==> src/rtl/popcount.sv <==
// popcount: combinational count of set bits in a W-bit word
module popcount #(
    parameter int W = 14
) (
    input  logic [W-1:0]             data,
    output logic [$clog2(W+1)-1:0]   count
);

    localparam int CW = $clog2(W + 1);

    always_comb begin
        count = '0;
        for (int i = 0; i < W; i++)
            count = count + CW'(data[i]);
    end

endmodule

==> config.mk <==
export PLATFORM = sky130hd
export DESIGN_NAME = popcount
export DESIGN_NICKNAME = d
export VERILOG_FILES = /design/src/rtl/popcount.sv
export SDC_FILE = /design/constraint.sdc
export NUM_CORES = 1
export LEC_CHECK = 0
export ABC_CLOCK_PERIOD_IN_PS = 4400
export CAP_MARGIN = 15
export CORE_AREA = 3 3 40 42
export DETAILED_ROUTE_END_ITERATION = 7
export DIE_AREA = 0 0 43 45
export PLACE_DENSITY_LB_ADDON = 0.05
export SETUP_SLACK_MARGIN = 0.3
export SYNTH_ARGS = -nofsm -noshare
export SYNTH_HDL_FRONTEND = slang
export SYNTH_SLANG_ARGS = --single-unit
==> constraint.sdc <==
create_clock -name vclk -period 4.4
set_clock_uncertainty 0.1 [all_clocks]
set_input_delay 0.66 -clock vclk [all_inputs]
set_output_delay 0.66 -clock vclk [all_outputs]
set_load 0.05 [all_outputs]
==> flow_metrics.env <==
export IMPL_run_status="finished with violations"
export IMPL_violations="setup timing"
export IMPL_multiInputGateArea_sq_um=282
export IMPL_nets=85
export IMPL_regArea_sq_um=0
export IMPL_place_area_sq_um=607
export IMPL_io_buffers=18
export IMPL_diodes=0
export IMPL_wl_per_cell_microns=9.46
export IMPL_drive_gt1_share_pct=47.4
export IMPL_finalHoldViolCount=0
export IMPL_grt_pass1_vias=285
export IMPL_p_int_w=0.000262
export IMPL_final_period_minus_worst_setup_slack_ns=4.51
export IMPL_criticalPathCategory="input port to primary output"
export IMPL_n_sequential_cell=0
export IMPL_synth_top_cell_by_area="fa_1"
export IMPL_seqPwrFrac_pct=0
export IMPL_worstPathRequired_ns=3.64
export IMPL_die_area_sq_um=1940
export IMPL_final_area_sq_um=628
export IMPL_clock_buffers=0
export IMPL_hold_buffers=0
export IMPL_syn_nets=62
export IMPL_crit_start="data[7]"
export IMPL_grt_max_degree=4
export IMPL_dp_worst_setup_slack_ns=-0.656
export IMPL_dr_pass1_iters=2
export IMPL_drc=0
export IMPL_combPwrFrac_pct=100.0
export IMPL_max_slew_margin_rel_pct=90.0
export IMPL_min_path_type="input port to primary output"
export IMPL_die_width_microns=43
export IMPL_synthCells=36
export IMPL_maxSlewViolCount=0
export IMPL_synth_top_area_share_pct=57.1
export IMPL_dpl_hpwl_microns=622
export IMPL_synth_area_leaders="fa_1 (57%), inv_1 (24%), ha_1 (12%)"
export IMPL_worstMarginPinSlew_ns=0.150
export IMPL_synth_xor_area_share_pct=2.78
export IMPL_fin_crit_sh_pct=102
export IMPL_fill_cells=128
export IMPL_ys_types=7
export IMPL_synth_top_family_by_area="adder cells"
export IMPL_drtIter0Drc=2
export IMPL_track_usage_pct=7.90
export IMPL_crit_path_end_kind="primary output"
export IMPL_synthAdderAreaFrac_pct=69.0
export IMPL_final_setup_viol_count=2
export IMPL_power_leakage_nw=0.314
export IMPL_synth_compound_area_share_pct=1.59
export IMPL_initial_core_util_pct=24.5
export IMPL_ys_seq_area_share_pct=0
export IMPL_synthSimpleGateAreaFrac_pct=2.78
export IMPL_dieHeight_microns=45
export IMPL_p_sw_w=0.000262
export IMPL_rsz0062_at_grt="yes"
export IMPL_crit_path_max_fanout=2
export IMPL_wirelength_microns=681
export IMPL_fmax_mhz=222
export IMPL_yosysWarningCount=0
export IMPL_io_pins=18
export IMPL_rows=13
export IMPL_num_vias=273
export IMPL_grt_pass1_wl_mm=1.20
export IMPL_grt_ovfl_total=0
export IMPL_viasPerCell=3.79
export IMPL_p_clk_share_pct=0
export IMPL_area_delta_synth_final_pct=99.2
export IMPL_core_area_sq_um=1280
export IMPL_vdd_drop_max_v=0.000476
export IMPL_muxShareOfSynthArea_pct=0
export IMPL_syn_area_sq_um=315
export IMPL_place_congestion=0.712
export IMPL_postRouteAntennaNets=0
export IMPL_maxCapViolations=0
export IMPL_avgSynthCellArea_sq_um=8.76
export IMPL_setup_ws_ns=-0.106
export IMPL_powerDensity_nw_per_um2=834
export IMPL_worst_setup_path_start_kind="input port"
export IMPL_cp_arrival_ns=3.75
export IMPL_antenna_found_initial=0
export IMPL_switching_share_pct=50.0
export IMPL_hold_start="data[2]"
final cells by class:
cell class                 count  share of cell area [%]
inverter                      20                    13.7
timing repair buffer          21                    38.4
tap                           15                    2.99
multi-input combinational     16                    44.8
worst max-delay path, cell delays in order:
cell,delay [ns]
buf_6,0.07
inv_2,0.03
fa_1,0.56
fa_1,0.44
fa_1,0.52
fa_1,0.43
inv_2,0.09
ha_4,0.13
inv_2,0.03
fa_2,0.54
clkinvlp_4,0.10
buf_12,0.15
placed cells by master, fill, tap and decap left out, drive strengths merged:
cell,count
inv,19
buf,13
fa,9
clkdlybuf4s50,8
ha,3
clkinvlp,1
xnor2,1
nand3,1
a21oi,1
nand2,1
timing repair:
action	in CTS	in global routing
gates resized for setup	29	4
setup buffers	0	1
endpoints found under the setup margin	4	4
cloned	0	0
pin swaps	8	6
per-layer routing:
metal,vias up,routed length (microns),GRT usage (%)
li1,135,-,-
met1,125,231,8.66
met2,13,385,17.1
met3,0,64,0.797
met4,0,0,0
met5,-,0,0
final timing paths:
| check | to | slack, ns | cells past startpoint |
|---|---|---|---|
| hold / removal | count[0] | 2.03 | 3 |
| setup / recovery | count[1] | -0.11 | 12 |
synthesized netlist by cell type (all sizes together):
cell type  instances
nand2              1
inv               20
a21oi              1
xnor2              1
ha                 3
fa                 9
nand3              1
power groups by stage:
stage          clock network (W)  registers, W  logic [W]
2_1_floorplan                  0             0   0.000296
3_3_place_gp                   0             0   0.000501
3_5_place_dp                   0             0   0.000510
4_1_cts                        0             0   0.000526
5_1_grt                        0             0   0.000557
6_report                       0             0   0.000524
per-stage QoR:
step / util, % / setup TNS [ns] / instances / total power (W) / hold slack, ns
after detailed placement: 47.2 / -1.68 / 71 / 0.000510 / 2.01
after global routing: 48.9 / -0.324 / 72 / 0.000557 / 2.06
after CTS: 47.3 / -0.443 / 71 / 0.000526 / 2.01
after floorplan: - / 0 / 36 / 0.000296 / 1.52
final: 48.9 / -0.111 / 72 / 0.000524 / 2.03
after global placement: 47.2 / -1.49 / 71 / 0.000501 / 2.00
logic make-up (layout without fill, tap and decap cells):
logic type / after synthesis / count (layout)
AOI/OAI and AO/OA: 1 / 1
xor gates and xnor gates: 1 / 1
adders and majority gates: 12 / 12
buffers and inverters: 20 / 41
and+or+nand+nor: 2 / 2
(Power assumes the default switching activity.)
==> RTL change (config.mk and constraints unchanged) <==
Change the parameter `W` from 14 to 12.
--- a/src/rtl/popcount.sv
+++ b/src/rtl/popcount.sv
@@ -1,6 +1,6 @@
 // popcount: combinational count of set bits in a W-bit word
 module popcount #(
-    parameter int W = 14
+    parameter int W = 12
 ) (
     input  logic [W-1:0]             data,
     output logic [$clog2(W+1)-1:0]   count
Ports: changed (resized data); port bits go from 18 to 16. No check against the original RTL was run, so the function may have changed too.
==> RTL change against the original RTL <==
  * The flow still finishes with violations (negative setup slack)
  * Area after synthesis is 11% lower
  * Core utilization is 5.6 points lower
  * Wire length is 19% lower
  * Maximum frequency is 0.34% lower
  * Design area is 11% lower
  * Combinational power is 21% lower
  * Global-route usage is 1.4 points lower
  * Power is 21% lower
  * First-iteration DRC count is 50% lower
  * Setup slack worse by 0.016 ns
  * Critical path type unchanged
  * Largest cell class unchanged
==> RTL change: results (changes against the original RTL) <==
[outcome]
status = complete, but fails checks  ; unchanged
violations = negative setup slack  ; unchanged

[final_layout]
stdcell_count = 67  ; was 72
nets = 77  ; was 85
drive_above_1_share_pct = 42.3  ; was 47.4%
diodes = 0  ; unchanged
seq_cell_count = 0  ; unchanged
num-clock-buffers = 0  ; unchanged

[yosys]
ys_top_cells_by_area = fa_1, inv_1, ha_1  ; unchanged
yosysSeqAreaShare_pct = 0  ; unchanged
synth_area_per_cell_um2 = 8.49  ; was 8.76 um^2
synth_compound_area_share_pct = 1.79  ; was 1.59%
synth_xor_area_share_pct = 3.13  ; was 2.78%
synth_commonest_cells = inv_1, fa_1, ha_1  ; unchanged
synthAdderAreaFrac_pct = 67.9  ; was 69.0%
synth_nets = 56  ; was 62

[place]
place_congestion = 0.719  ; was 0.712
dp_hpwl_um = 484  ; was 622 um
dp_slack_ns = -0.657  ; was -0.656 ns
place_area_um2 = 538  ; was 607 um^2
io_buffers = 16  ; was 18
dpl.cell_count = 65  ; was 71

[global_routing]
antenna_found_initial = 0  ; unchanged
use_met1_pct = 9.61  ; was 8.66%
grt_pass1_vias = 265  ; was 285
grt_use_total_pct = 6.54  ; was 7.90%
gr-usage-met2_pct = 11.4  ; was 17.1%
met3_usage_pct = 0.398  ; was 0.797%
grt_pass1_wl_um = 1040  ; was 1200 um

[detailed_routing]
detail_route.iter0.violations = 1  ; was 2
wl_met2_um = 270  ; was 385 um
wl_met3_um = 49  ; was 64 um
totalWireLength_um = 551  ; was 681 um
dr.pass1.iters = 2  ; unchanged
vias_per_cell = 3.49  ; was 3.79
wl_met1_um = 231  ; unchanged

[sta]
finalSetupTns_ns = -0.251  ; was -0.111 ns
hold_ws_ns = 2.01  ; was 2.03 ns
setup_viol = 3  ; was 2
slew_headroom_pct = 84.1  ; was 90.0%
setup_slack_ns = -0.122  ; was -0.106 ns

[power_and_ir_drop]
p_int_mw = 0.205  ; was 0.262 mW
p_seq_share_pct = 0  ; about the same
vdd_drop_max_uv = 390  ; was 476 uV
leakage_nw = 0.296  ; was 0.314 nW
totalPowerFinal_mw = 0.416  ; was 0.524 mW

[setup_path]
cp-endpoint = count[2]  ; was count[1]
worstSetupStartpoint = data[9]  ; was data[7]
cp-start-kind = input pin  ; unchanged
arrival_ns = 3.76  ; was 3.75 ns

[worst_hold_path]
hold_path_depth = 3  ; unchanged
hold_class = input pin to output pin  ; unchanged
holdPathEnd = count[0]  ; unchanged

[RTL change: changes by cell type after synthesis]
cell / unedited run / this run
ha_1: 3 / 4
xor2_1: 0 / 1
inv_1: 20 / 18
xnor2_1: 1 / 0
fa_1: 9 / 7
[RTL change: layout make-up]
class | instances | area (um^2)
Fill cell | 125 | 728
Multi-Input combinational cell | 15 | 254
Timing Repair Buffer | 19 | 209
Inverter | 18 | 75.1
Tap cell | 15 | 18.8
[RTL change: timing repair]
action	4_1_cts	5_1_grt
pin swaps	7	4
hold endpoints to repair	0	0
setup endpoints to repair	4	4
resized for setup	28	1
setup buffers	2	0
[RTL change: worst max-delay path, stage by stage]
cell and delay, ns:
buf_6 0.07, inv_2 0.03, fa_1 0.55, inv_2 0.04, fa_1 0.50, inv_1 0.05, fa_1 0.45, fa_1 0.51
inv_2 0.05, ha_4 0.16, fa_2 0.39, xor2_4 0.17, buf_12 0.15
